### config.mk
export PLATFORM = sky130hd
export DESIGN_NAME = ram_arbiter
export DESIGN_NICKNAME = d
export VERILOG_FILES = /design/src/rtl/ram_arb_pkg.sv /design/src/rtl/ram_arbiter_rr_arb2.sv /design/src/rtl/ram_arbiter.sv
export SDC_FILE = /design/constraint.sdc
export NUM_CORES = 1
export LEC_CHECK = 0
export ABC_AREA = 1
export BUFFER_PORTS_ARGS = -buffer_cell sky130_fd_sc_hd__buf_2
export CAP_MARGIN = 10
export CORE_MARGIN = 4
export CORE_UTILIZATION = 47
export DETAILED_ROUTE_END_ITERATION = 8
export PLACE_DENSITY_LB_ADDON = 0.2
export SLEW_MARGIN = 20
export SYNTH_ARGS = -nofsm -noshare
export SYNTH_HDL_FRONTEND = slang
export SYNTH_SLANG_ARGS = --single-unit
### constraint.sdc
create_clock -name clk -period 1.4 [get_ports clk]
set_input_delay 0.21 -clock clk [delete_from_list [all_inputs] [get_ports clk]]
set_output_delay 0.21 -clock clk [all_outputs]
set_load 0.05 [all_outputs]
### src/rtl/ram_arb_pkg.sv
// Shared types and sizes for the two-port RAM arbiter and its RAM.
package ram_arb_pkg;

    localparam int RAM_AW = 5;
    localparam int RAM_DW = 8;

    typedef enum logic [1:0] {
        S_IDLE   = 2'd0,
        S_ACCESS = 2'd1,
        S_RESP   = 2'd2
    } state_t;

endpackage

### src/rtl/ram_arbiter_rr_arb2.sv
// Two-way round-robin picker; masked requests are ignored and a tie
// goes to the port that did not win last time.
module rr_arb2 (
    input  logic [1:0] req,
    input  logic       last,
    input  logic [1:0] mask,
    output logic       gnt_valid,
    output logic       gnt_id
);

    logic [1:0] eff_s;

    // Resolve the effective request vector to a single winner
    always_comb begin
        eff_s     = req & ~mask;
        gnt_valid = |eff_s;
        case (eff_s)
            2'b01:   gnt_id = 1'b0;
            2'b10:   gnt_id = 1'b1;
            2'b11:   gnt_id = ~last;
            default: gnt_id = 1'b0;
        endcase
    end

endmodule

### src/rtl/ram_arbiter.sv
// Shares one single-port RAM between two req/ack ports with round-robin
// arbitration, sequencing the RAM strobes and returning read data on ack.
module ram_arbiter
    import ram_arb_pkg::*;
#(
    parameter int AW = RAM_AW,
    parameter int DW = RAM_DW
) (
    input  logic          clk,
    input  logic          rst,
    input  logic          req0,
    input  logic          req1,
    input  logic          we0,
    input  logic          we1,
    input  logic [AW-1:0] addr0,
    input  logic [AW-1:0] addr1,
    input  logic [DW-1:0] wdata0,
    input  logic [DW-1:0] wdata1,
    output logic          ack0,
    output logic          ack1,
    output logic [DW-1:0] rdata0,
    output logic [DW-1:0] rdata1,
    output logic          ram_rst,
    output logic          ram_cs,
    output logic          ram_wrt,
    output logic          ram_rd,
    output logic [AW-1:0] ram_addr,
    output logic [DW-1:0] ram_wdata,
    input  logic [DW-1:0] ram_rdata,
    output logic          busy
);

    state_t        state_q, state_d;
    logic          last_q, last_d;
    logic          grant_q, grant_d;
    logic          we_q, we_d;
    logic [AW-1:0] addr_q, addr_d;
    logic [DW-1:0] wdata_q, wdata_d;
    logic [DW-1:0] rdata0_q, rdata0_d;
    logic [DW-1:0] rdata1_q, rdata1_d;

    logic [1:0]    arb_mask_s;
    logic          gnt_valid_s;
    logic          gnt_id_s;
    logic          in_access_s;
    logic          in_resp_s;

    // In RESP the port being acked must not win again this cycle
    assign arb_mask_s = (state_q == S_RESP) ? (grant_q ? 2'b10 : 2'b01) : 2'b00;

    rr_arb2 u_arb (
        .req       ({req1, req0}),
        .last      (last_q),
        .mask      (arb_mask_s),
        .gnt_valid (gnt_valid_s),
        .gnt_id    (gnt_id_s)
    );

    // Next-state, command latch and read-data capture
    always_comb begin
        state_d  = state_q;
        last_d   = last_q;
        grant_d  = grant_q;
        we_d     = we_q;
        addr_d   = addr_q;
        wdata_d  = wdata_q;
        rdata0_d = rdata0_q;
        rdata1_d = rdata1_q;

        case (state_q)
            S_IDLE: begin
                if (gnt_valid_s) begin
                    state_d = S_ACCESS;
                end else begin
                    state_d = S_IDLE;
                end
            end
            S_ACCESS: begin
                state_d = S_RESP;
            end
            S_RESP: begin
                if (!we_q) begin
                    if (grant_q) begin
                        rdata1_d = ram_rdata;
                    end else begin
                        rdata0_d = ram_rdata;
                    end
                end else begin
                    rdata0_d = rdata0_q;
                end
                if (gnt_valid_s) begin
                    state_d = S_ACCESS;
                end else begin
                    state_d = S_IDLE;
                end
            end
            default: begin
                state_d = S_IDLE;
            end
        endcase

        // Any new grant (from IDLE or RESP) latches the winner's command
        if ((state_q == S_IDLE || state_q == S_RESP) && gnt_valid_s) begin
            last_d  = gnt_id_s;
            grant_d = gnt_id_s;
            we_d    = gnt_id_s ? we1    : we0;
            addr_d  = gnt_id_s ? addr1  : addr0;
            wdata_d = gnt_id_s ? wdata1 : wdata0;
        end else begin
            last_d  = last_q;
        end
    end

    // State and datapath registers with synchronous reset
    always_ff @(posedge clk) begin
        if (rst) begin
            state_q  <= S_IDLE;
            last_q   <= 1'b1;
            grant_q  <= 1'b0;
            we_q     <= 1'b0;
            addr_q   <= '0;
            wdata_q  <= '0;
            rdata0_q <= '0;
            rdata1_q <= '0;
        end else begin
            state_q  <= state_d;
            last_q   <= last_d;
            grant_q  <= grant_d;
            we_q     <= we_d;
            addr_q   <= addr_d;
            wdata_q  <= wdata_d;
            rdata0_q <= rdata0_d;
            rdata1_q <= rdata1_d;
        end
    end

    assign in_access_s = (state_q == S_ACCESS) && !rst;
    assign in_resp_s   = (state_q == S_RESP) && !rst;

    assign ram_rst   = rst;
    assign ram_cs    = rst | (state_q == S_ACCESS);
    assign ram_wrt   = in_access_s & we_q;
    assign ram_rd    = in_access_s & ~we_q;
    assign ram_addr  = addr_q;
    assign ram_wdata = wdata_q;

    assign ack0 = in_resp_s & ~grant_q;
    assign ack1 = in_resp_s & grant_q;

    // Read results bypass straight from the RAM during their ack cycle
    assign rdata0 = (ack0 && !we_q) ? ram_rdata : rdata0_q;
    assign rdata1 = (ack1 && !we_q) ? ram_rdata : rdata1_q;

    assign busy = (state_q != S_IDLE);

endmodule

======== Word level (Yosys, flattened, before mapping) ========
Cells that the tools add are included.
storage, ports and cells
  input bits .............................. 40
  bits in registers ....................... 34
cells by class
  multiplexer cells ....................... 10
  equality and inequality tests ........... 4
  bitwise logic cells ..................... 10
  reduce and logical (&&, ||, !) cells .... 14
operators with widths
  operator                                                         number
  8-bit two-way mux                                                3
  2-bit == test, second input constant                             3
  3-bit AND reduction                                              2
  1-bit logical AND                                                5
  5-bit two-way mux                                                1
  1-bit AND                                                        4
  2-bit two-way mux                                                2
  2-bit one-hot mux with 2 select lines                            1
  2-bit OR reduction                                               2
  1-bit NOT                                                        3
  2-bit AND                                                        1
  2-bit by 1-bit == test with 1-bit output, second input constant  1
  1-bit logical NOT                                                2
  2-bit logical NOT                                                1
  1-bit two-way mux                                                2
  2-bit NOT                                                        1
  1-bit one-hot mux with 2 select lines                            1
  2-bit nonzero test                                               1
  1-bit logical OR                                                 1
  1-bit OR                                                         1

======== Logic depth before layout (Yosys ltp) ========
Gate-level depths: netlist (run 1).
  word-level depth ........................ 7
  mapped depth ............................ 10
  depth with buffers taken out ............ 8

======== Cells and area by module ========
From an unflattened synthesis (run 1), not the netlist that was laid out.
unflattened totals
  cells, all modules ...................... 238
  area total of the unflattened synthesis .. 1596.5 µm²
by module, submodules not included
  module       area an instance (µm²)  seq. area each (µm²)  times used  cells an instance
  ram_arbiter  1564.0                  680.7                 1           230
  rr_arb2      32.5                    0.0                   1           8

======== Worst setup path before layout (run 1) ========
Ideal clock, no wire load.
  kind .................................... register to output
  start ................................... register state_q[0]
  end ..................................... output rdata0[5]
  cell stages (with the launch flop) ...... 7
  data required time ...................... 1.190 ns
  arrival time ............................ 2.815 ns
  buffers on the path ..................... 1
  setup slack ............................. -1.625 ns
  cell sequence ........................... dfxtp_1 > inv_2 > nand3_2 > nor2_1 > nand2_1 > buf_2 > o21ai_0
on the way
  word-level cells in the longest chain between the ends .. 5
RTL lines
  item                    line                source
  from (decl)             ram_arbiter.sv:33   state_t state_q, state_d;
  from (signal assigned)  ram_arbiter.sv:126  state_q <= state_d;
  2-bit == test           ram_arbiter.sv:138  assign in_resp_s = (state_q == S_RESP) && !rst;
  1-bit logical AND       ram_arbiter.sv:138
  1-bit AND               ram_arbiter.sv:147  assign ack0 = in_resp_s & ~grant_q;
  net ack0                ram_arbiter.sv:19   output logic ack0,
  1-bit logical AND       ram_arbiter.sv:151  assign rdata0 = (ack0 && !we_q) ? ram_rdata : rdata0_q;
  8-bit two-way mux       ram_arbiter.sv:151
  to (decl)               ram_arbiter.sv:21   output logic [DW-1:0] rdata0,
The timed path passes the listed nets, and every way through them passes these cells.

======== Worst setup path after layout (run 1) ========
  start ................................... register grant_q
  end ..................................... output rdata0[2]
on the way
  word-level cells in the longest chain between the ends .. 4
RTL lines
  item                    line                source
  from (decl)             ram_arbiter.sv:35   logic grant_q, grant_d;
  from (signal assigned)  ram_arbiter.sv:128  grant_q <= grant_d;
  1-bit NOT (no line)     -
  1-bit AND               ram_arbiter.sv:147
  1-bit logical AND       ram_arbiter.sv:151
  8-bit two-way mux       ram_arbiter.sv:151
No other way between the ends.

==> impl_metrics.csv, run 1 <==
group,metric,value,unit
route,num_vias,2471,
setup_path,crit_fanout,6,
layout,diodes,0,
floorplanning,num_rows,21,
floorplanning,start_util,50.56,%
setup_path,cpMostUsedCell,"buf_6",
setup_path,worst_r2r_path_depth,8,
timing,hold_violations,0,
setup_path,r2r_slack,-0.11,ns
setup_path,r2r-start,"state_q[0]",
timing,period_needed,1.751,ns
yosys,syn-cell-area,1740,um2
route,wl_met3,969,um
timing,fmax,571.1,MHz
grt,grt.total_usage,29.31,%
yosys,synth.top_cell.area_share,39.11,%
setup_path,worstSetupEndpoint,"rdata0[2]",
place,pre_cts_ws,-0.2139,ns
layout,area_delta_synth_final,83.90,%
yosys,syn_inst,262,
route,topRoutingLayerUsed,"met4",
route,via_per_inst,5.926,
setup_path,cp.required,1.19,ns
grt,grt-ovfl-total,0,
timing,layout_setup_ws,-0.3509,ns
timing,fin_crit_sh,125.1,%
clock_network,cts_tree,"done",
yosys,ys_ff_latch,34,
timing,worstMarginPinSlew,0.3460,ns
setup_path,r2r_end,"rdata1_q[5]",
setup_path,crit_path_start,"grant_q",
clock_network,hold_buffers,0,
clock_network,cts-root-buf,"clkbuf_8",
grt,grt_max_degree,30,
setup_path,cpLargestDelayFamily,"buffers and inverters",
floorplanning,die-area,4740,um2
run_status,violations,"setup timing",
yosys,synth_top_cell_by_area,"dfxtp_1",
setup_path,critPathKind,"reg2out",
run_status,run_status,"complete, but fails checks",
yosys,ys_warn_count,0,
route,drt_wl_total,8784,um
setup_path,worstPathCellList,"inv_2 > nand3_4 > nor2_4 > buf_6 > nand2_8 > nand2_2 > o21ai_4 > buf_6",
layout,mostFrequentLayoutCell,"buf_2",
setup_path,arrival,1.54,ns
layout,drive_gt1_share,49.06,%
grt,grt_antenna_before_repair,0,
clock_network,cts_inserted_buffers,5,
power,p_total,2.891,mW
power,ir_drop,1.017,mV
place,io_buffers,75,
flow_run,max_cap_viol_count,0,
yosys,synth.distinct_cells,22,
grt,grt_pass1_vias,2130,
layout,fillCellCount,131,
clock_network,htreeDepth,2,
route,wl_per_cell,21.06,um
floorplanning,ios,76,
yosys,syn-num-nets,302,
layout,layout_common_cells,"buf_2, nand2_1, inv_1",
setup_path,max_stage_delay,0.37,ns
route,antenna_left,0,
setup_path,cp.depth,8,
route,first_pass_iters,5,
route,drc_errors,0,
power,p_per_area,903.4,nW/um2
yosys,seq_area_frac_synth,39.11,%
place,gp_congestion,0.8104,
timing,slew_headroom,76.91,%
place,place_inst,387,
grt,grt_first_pass_wirelength,10010,um
clock_network,cts_num_sinks,34,
hold_path,hp-class,"in2reg",
clock_network,clk_latency,0.30,ns
route,drt-met1-wl,2918,um
yosys,yosys-top-cells-area,"dfxtp_1, nand2_1, inv_1",
yosys,postSynthAreaPerCell,6.643,um2
setup_path,end_kind,"output pin",
floorplanning,core_area,3442,um2
setup_path,cp-start-kind,"flop",
route,wl_met2,4225,um
place,dp_hpwl,3279,um
layout,finalNonFillerCells,417,
clock_network,clk_pin_slew,0.07,ns
setup_path,crit_slowest_cell,"dfxtp_4",
floorplanning,die_y,68.85,um
timing,rsz0062_at_grt,"true",
power,leakage,1.440,nW
timing,report.final.slew_viol_count,0,
route,drt_iter0_markers,291,
timing,skew,0.01332,ns
timing,setup_violations,39,
setup_path,path_buf_inv,3,
layout,nNetsFinal,410,
clock_network,clock_path_buffers,2,
floorplanning,fp.dieW,68.85,um
cells by family (layout without fill, tap and decap cells):
group / after synthesis / count (layout) / synth area share (%)
AND/OR/NAND/NOR: 120 / 126 / 28.47
buffers and inverters: 57 / 160 / 14.38
AO/OA/AOI/OAI: 51 / 51 / 18.04
flip-flops: 34 / 34 / 39.11
power breakdown:
| part | total (mW) | switching (mW) | leakage [nW] | internal (mW) |
|---|---|---|---|---|
| clock | 0.792 | 0.396 | 0.0472 | 0.396 |
| combinational | 1.02 | 0.672 | 1.11 | 0.345 |
| sequential | 1.08 | 0.0514 | 0.281 | 1.03 |
registers in the layout, summed over array words and instances, names as in the netlist:
register	cells
rdata0_q	8
grant_q	1
last_q	1
state_q	2
ram_addr	5
we_q	1
rdata1_q	8
ram_wdata	8
synth_stat cells:
library cell,number
or2_2,1
inv_1,40
inv_2,2
buf_2,5
nor3_1,1
o21ai_1,2
buf_4,2
nor2_1,33
clkinv_1,1
nand3_2,3
nand2_1,65
a21boi_0,8
nand2_2,1
o21ai_0,17
a21boi_1,6
o22ai_1,16
dfxtp_1,34
nand3_1,16
a21oi_1,1
a21oi_2,1
buf_6,3
clkbuf_1,4
what timing repair did:
item | CTS | global route
pin swaps | 13 | 2
setup endpoints to repair | 38 | 41
buffers inserted | 13 | 5
resized for setup | 93 | 21
cloned | 6 | 1
metrics by stage:
stage / hold slack [ns] / cell area (um2) / setup TNS (ns) / utilization, %
2_1_floorplan: 0.2750 / 2021 / -4.604 / -
3_3_place_gp: 0.4502 / 2472 / -2.442 / 71.83
3_5_place_dp: 0.4533 / 2472 / -3.583 / 71.83
4_1_cts: 0.2395 / 3068 / -4.307 / 89.13
5_1_grt: 0.2753 / 3201 / -8.576 / 92.98
6_report: 0.2454 / 3201 / -6.860 / 92.98
area by class of cell:
| class | instances | area [um2] | area share [%] |
|---|---|---|---|
| multi-input combinational | 177 | 1300 | 40.62 |
| clock buffer | 6 | 82.58 | 2.580 |
| clock inverter | 2 | 12.51 | 0.3909 |
| tap | 46 | 57.56 | 1.798 |
| timing repair buffer | 109 | 884.6 | 27.64 |
| sequential | 34 | 690.7 | 21.58 |
| inverter | 43 | 172.7 | 5.395 |
worst min-delay path, stage by stage:
cell     delay (ns)
buf_2          0.08
nand3_1        0.06
nand2_1        0.06
nor2_1         0.03
nor2_1         0.06
per-layer routing:
| layer | vias to the layer above | global-route usage, % |
|---|---|---|
| li1 | 1048 | - |
| met1 | 1109 | 31.38 |
| met2 | 235 | 51.43 |
| met3 | 79 | 8.428 |
| met4 | 0 | 16.06 |
| met5 | - | 0 |
worst min-delay path by stage:
stage | from | end | slack [ns] | cells after the start
6_report | addr1[4] | ram_addr[4] | 0.25 | 5
4_1_cts | addr1[4] | ram_addr[4] | 0.24 | 5
2_1_floorplan | rst | state_q[0] | 0.27 | 1
3_3_place_gp | rdata1_q[7] | rdata1_q[7] | 0.45 | 2
3_5_place_dp | rdata0_q[1] | rdata0_q[1] | 0.45 | 2
5_1_grt | wdata1[5] | ram_wdata[5] | 0.28 | 5
(Power assumes the default switching activity.)
==> run 2: changes to the inputs <==
--- a/config.mk
+++ b/config.mk
@@ -8,7 +8,6 @@
 export ABC_AREA = 1
 export BUFFER_PORTS_ARGS = -buffer_cell sky130_fd_sc_hd__buf_2
 export CAP_MARGIN = 10
-export CORE_MARGIN = 4
 export CORE_UTILIZATION = 47
 export DETAILED_ROUTE_END_ITERATION = 8
 export PLACE_DENSITY_LB_ADDON = 0.2
==> impl_metrics.csv, run 2 (same netlist as run 1, synthesis figures left out) <==
group,metric,value,unit
run_status,run_status,"complete, but fails checks",
run_status,violations,"setup timing",
setup_path,end_kind,"output pin",
setup_path,crit_slowest_cell,"dfxtp_2",
layout,layout_common_cells,"buf_2, nand2_1, inv_1",
floorplanning,fp.dieW,62.85,um
power,p_per_area,892.9,nW/um2
timing,report.final.slew_viol_count,0,
clock_network,htreeDepth,2,
layout,regArea,690.7,um2
clock_network,clk_pin_slew,0.07,ns
layout,area_delta_synth_final,87.56,%
clock_network,clk_latency,0.29,ns
timing,skew,0.005506,ns
setup_path,cpLargestDelayFamily,"buffers and inverters",
setup_path,crit_fanout,6,
layout,nNetsFinal,413,
place,dp_hpwl,3153,um
place,gp_congestion,0.8152,
setup_path,worstSetupEndpoint,"rdata1[0]",
timing,worstMarginPinSlew,0.4200,ns
layout,finalNonFillerCells,420,
grt,grt_antenna_before_repair,0,
timing,rsz0062_at_grt,"true",
grt,grt_pass1_vias,2207,
setup_path,worstPathCellList,"inv_4 > nand3_4 > nor2_4 > buf_12 > nand2_8 > o21ai_4 > buf_6",
setup_path,cp.required,1.19,ns
power,p_total,2.915,mW
grt,grt-ovfl-total,0,
clock_network,clock_path_buffers,2,
setup_path,cp.depth,7,
timing,setup_tns,-8.814,ns
route,first_pass_iters,5,
place,place_inst,389,
flow_run,max_cap_viol_count,0,
setup_path,worst_r2r_path_depth,10,
layout,fillCellCount,109,
layout,diodes,0,
power,ir_drop,0.7935,mV
floorplanning,ios,76,
floorplanning,die-area,3950,um2
place,pre_cts_ws,-0.1961,ns
floorplanning,die_y,62.85,um
setup_path,arrival,1.58,ns
route,drt_wl_total,9005,um
grt,grt_first_pass_wirelength,11430,um
setup_path,r2r-start,"state_q[0]",
clock_network,cts-root-buf,"clkbuf_8",
route,drc_errors,0,
setup_path,critPathKind,"reg2out",
route,wl_per_cell,21.44,um
power,leakage,1.463,nW
setup_path,r2r_end,"rdata0_q[7]",
setup_path,max_stage_delay,0.35,ns
timing,setup_violations,46,
timing,fmax,558.7,MHz
hold_path,hp-class,"in2reg",
grt,grt.total_usage,38.20,%
clock_network,cts_num_sinks,34,
route,via_per_inst,6.045,
clock_network,cts_inserted_buffers,5,
floorplanning,start_util,50.56,%
timing,hold_violations,0,
grt,grt_max_degree,30,
timing,fin_crit_sh,127.8,%
setup_path,cp-start-kind,"flop",
timing,slew_headroom,71.97,%
route,drt_iter0_markers,271,
clock_network,cts_tree,"done",
layout,mostFrequentLayoutCell,"buf_2",
place,io_buffers,75,
setup_path,path_buf_inv,3,
timing,layout_setup_ws,-0.3898,ns
layout,drive_gt1_share,51.07,%
timing,period_needed,1.790,ns
floorplanning,core_area,3442,um2
setup_path,r2r_slack,-0.28,ns
route,num_vias,2539,
route,antenna_left,0,
layout,multiInputGateArea,1311,um2
setup_path,crit_path_start,"state_q[0]",
floorplanning,num_rows,21,
## run 2: worst min-delay path, cell delays in order
cell and delay [ns]:
buf_2 0.07, nand3_1 0.06, nand2_1 0.06, nor2_1 0.03
nor2_1 0.06
## run 2: worst min-delay path by stage
stage | startpoint | endpoint | slack, ns | depth (start not counted)
global placement | rdata0_q[0] | rdata0_q[0] | 0.45 | 2
floorplan | rst | state_q[0] | 0.27 | 1
global route | addr1[3] | ram_addr[3] | 0.28 | 5
detailed placement | rdata0_q[0] | rdata0_q[0] | 0.45 | 2
finish | wdata1[4] | ram_wdata[4] | 0.25 | 5
CTS | wdata1[4] | ram_wdata[4] | 0.25 | 5
## run 2: cell type report
class                      count  share of cell area [%]
sequential                    34                   21.16
timing repair buffer         114                   28.90
multi-input combinational    175                   40.17
tap                           46                   1.763
clock inverter                 1                  0.1533
clock buffer                   7                   2.645
inverter                      43                   5.213
## run 2: where the power goes
part | leakage, nW | total, mW | internal (mW) | switching [mW]
Clock | 0.0482 | 0.766 | 0.397 | 0.369
Combinational | 1.13 | 1.06 | 0.369 | 0.691
Sequential | 0.281 | 1.09 | 1.03 | 0.0582
Total | 1.46 | 2.91 | 1.80 | 1.12
## run 2: through the flow
stage	hold WS, ns	cell area (um2)	utilization, %
after floorplan	0.2750	2021	-
after global placement	0.4503	2500	72.63
after detailed placement	0.4526	2500	72.63
after CTS	0.2482	3075	89.35
after global routing	0.2760	3264	94.84
final	0.2515	3264	94.84
## run 2: layer usage
metal	wire length, um	global-route usage, %	up-vias	share of wire, %
met5	0	0	-	0
met3	973	8.212	90	11
met1	3148	43.89	1156	35
li1	-	-	1052	-
met4	728	22.38	0	8.1
met2	4155	64.81	241	46
## run 2: what timing repair did
item,CTS,global route
hold buffers,0,0
cloned,5,0
setup buffers,13,7
resized for setup,85,33
setup endpoints to repair,37,41
pin swaps,12,3
==> run 3: changes to the inputs <==
--- a/config.mk
+++ b/config.mk
@@ -8,7 +8,9 @@
 export ABC_AREA = 1
 export BUFFER_PORTS_ARGS = -buffer_cell sky130_fd_sc_hd__buf_2
 export CAP_MARGIN = 10
-export CORE_UTILIZATION = 47
+export CELL_PAD_IN_SITES_DETAIL_PLACEMENT = 0
+export CELL_PAD_IN_SITES_GLOBAL_PLACEMENT = 1
+export CORE_UTILIZATION = 31
 export DETAILED_ROUTE_END_ITERATION = 8
 export PLACE_DENSITY_LB_ADDON = 0.2
 export SLEW_MARGIN = 20
==> impl_metrics.csv, run 3 (same netlist as run 1, synthesis figures left out) <==
group,metric,value,unit
power,switching_share,35.80,%
place,gp_congestion,0.7771,
timing,layout_setup_ws,-0.3469,ns
setup_path,r2r_slack,-0.04,ns
power,power.share.clock,27.9,%
route,antenna_left,0,
place,dp_hpwl,3260,um
timing,fin_hold_ws,0.2532,ns
timing,slew_headroom,82.64,%
timing,setup_violations,24,
floorplanning,start_util,33.02,%
grt,grt_antenna_before_repair,0,
layout,drive_gt1_share,49.46,%
route,via_per_inst,4.509,
route,num_vias,1993,
setup_path,critPathKind,"reg2out",
setup_path,cp.required,1.19,ns
timing,setup_tns,-5.676,ns
layout,nNetsFinal,411,
timing,fmax,572.4,MHz
setup_path,arrival,1.54,ns
floorplanning,num_rows,26,
floorplanning,die_y,76.93,um
place,io_buffers,75,
grt,grt.total_usage,18.33,%
layout,mostFrequentLayoutCell,"buf_2",
layout,layout_common_cells,"buf_2, nand2_1, inv_1",
setup_path,r2r-start,"state_q[0]",
place,pre_cts_ws,-0.1864,ns
setup_path,r2r_end,"rdata1_q[6]",
grt,grt_first_pass_wirelength,8721,um
power,p_per_area,866.8,nW/um2
setup_path,worst_r2r_path_depth,9,
clock_network,cts_tree,"done",
timing,fin_crit_sh,124.8,%
timing,skew,0.005556,ns
timing,rsz0062_at_grt,"true",
clock_network,clk_latency,0.29,ns
clock_network,cts_num_sinks,34,
layout,diodes,0,
run_status,violations,"setup timing",
timing,hold_violations,0,
power,pwr-share-seq,39.1,%
hold_path,hp-class,"in2reg",
timing,report.final.slew_viol_count,0,
power,p_sw,0.9816,mW
route,wl_per_cell,11.58,um
layout,utilization,60.02,%
setup_path,worstSetupEndpoint,"rdata0[0]",
layout,area_delta_synth_final,81.74,%
floorplanning,fp.dieW,76.93,um
clock_network,clock_path_buffers,2,
power,p_int,1.760,mW
clock_network,clk_pin_slew,0.07,ns
setup_path,cp-start-kind,"flop",
power,ir_drop,0.3882,mV
route,drt_iter0_markers,77,
power,leakage,1.431,nW
layout,fillCellCount,496,
flow_run,max_cap_viol_count,0,
clock_network,htreeDepth,2,
hold_path,min_from,"addr1[0]",
floorplanning,core_area,5270,um2
route,drt_wl_total,5120,um
clock_network,cts_inserted_buffers,5,
grt,grt_pass1_vias,1965,
floorplanning,ios,76,
route,first_pass_iters,4,
setup_path,end_kind,"output pin",
setup_path,crit_path_start,"state_q[0]",
clock_network,hold_buffers,0,
setup_path,crit_fanout,8,
grt,grt_max_degree,30,
run_status,run_status,"complete, but fails checks",
timing,worstMarginPinSlew,0.2602,ns
timing,period_needed,1.747,ns
power,pwr-share-comb,33.0,%
grt,grt-ovfl-total,0,
floorplanning,die-area,5918,um2
route,drc_errors,0,
clock_network,cts-root-buf,"clkbuf_8",
==> run 3: changes by cell type in the layout (fill, tap and decap cells not counted), sizes merged <==
| cell | before | now |
|---|---|---|
| buf | 113 | 114 |
| clkbuf | 8 | 6 |
| clkinvlp | 1 | 2 |
| nand2 | 70 | 68 |
==> run 3: area by class of cell <==
| class | count | area (um2) | area share (%) |
|---|---|---|---|
| multi-input combinational | 173 | 1206 | 38.13 |
| timing repair buffer | 114 | 910.9 | 28.80 |
| sequential | 34 | 690.7 | 21.84 |
| inverter | 43 | 172.7 | 5.459 |
| tap | 70 | 87.58 | 2.769 |
| clock buffer | 6 | 82.58 | 2.611 |
| clock inverter | 2 | 12.51 | 0.3956 |
==> run 3: layer usage <==
| metal | vias up | global-route usage (%) | wire [um] | share of wire [%] |
|---|---|---|---|---|
| met4 | 0 | 5.192 | 52 | 1.0 |
| met3 | 7 | 4.881 | 233 | 4.6 |
| met1 | 891 | 20.48 | 2096 | 41 |
| li1 | 1045 | - | - | - |
| met5 | - | 0 | 0 | 0 |
| met2 | 50 | 33.66 | 2738 | 53 |
==> run 3: worst max-delay path, cell delays in order (launching register included) <==
cell and delay (ns):
dfxtp_2 0.34, inv_4 0.08, nand3_4 0.08, nor2_4 0.17
nand2_8 0.11, buf_4 0.16, o21ai_4 0.14, buf_6 0.17
==> run 3: timing repair <==
item	in CTS	in global routing
resized for setup	77	27
setup endpoints to repair	38	45
buffers inserted	19	6
pin swaps	10	9
cloned	2	1
==> run 3: metrics by stage <==
| stage | cells | cell area [um2] | power, mW |
|---|---|---|---|
| after floorplan | 262 | 2021 | 1.649 |
| after global placement | 413 | 2530 | 1.877 |
| after detailed placement | 413 | 2530 | 1.884 |
| after CTS | 440 | 3070 | 2.784 |
| after global routing | 442 | 3163 | 2.909 |
| final | 442 | 3163 | 2.742 |
==> run 3: how the worst min path moves through the flow <==
stage / endpoint / slack, ns / cells past startpoint
2_1_floorplan: state_q[0] / 0.27 / 1
3_3_place_gp: rdata0_q[2] / 0.45 / 2
3_5_place_dp: rdata0_q[2] / 0.45 / 2
4_1_cts: ram_addr[4] / 0.25 / 5
5_1_grt: ram_addr[1] / 0.28 / 5
6_report: ram_addr[0] / 0.25 / 5
==> run 3: power groups by stage <==
stage	clock [mW]	sequential (mW)	combinational, mW
2_1_floorplan	0	1.23	0.417
3_3_place_gp	0	1.09	0.791
3_5_place_dp	0	1.09	0.795
4_1_cts	0.798	1.07	0.915
5_1_grt	0.846	1.08	0.985
6_report	0.766	1.07	0.904
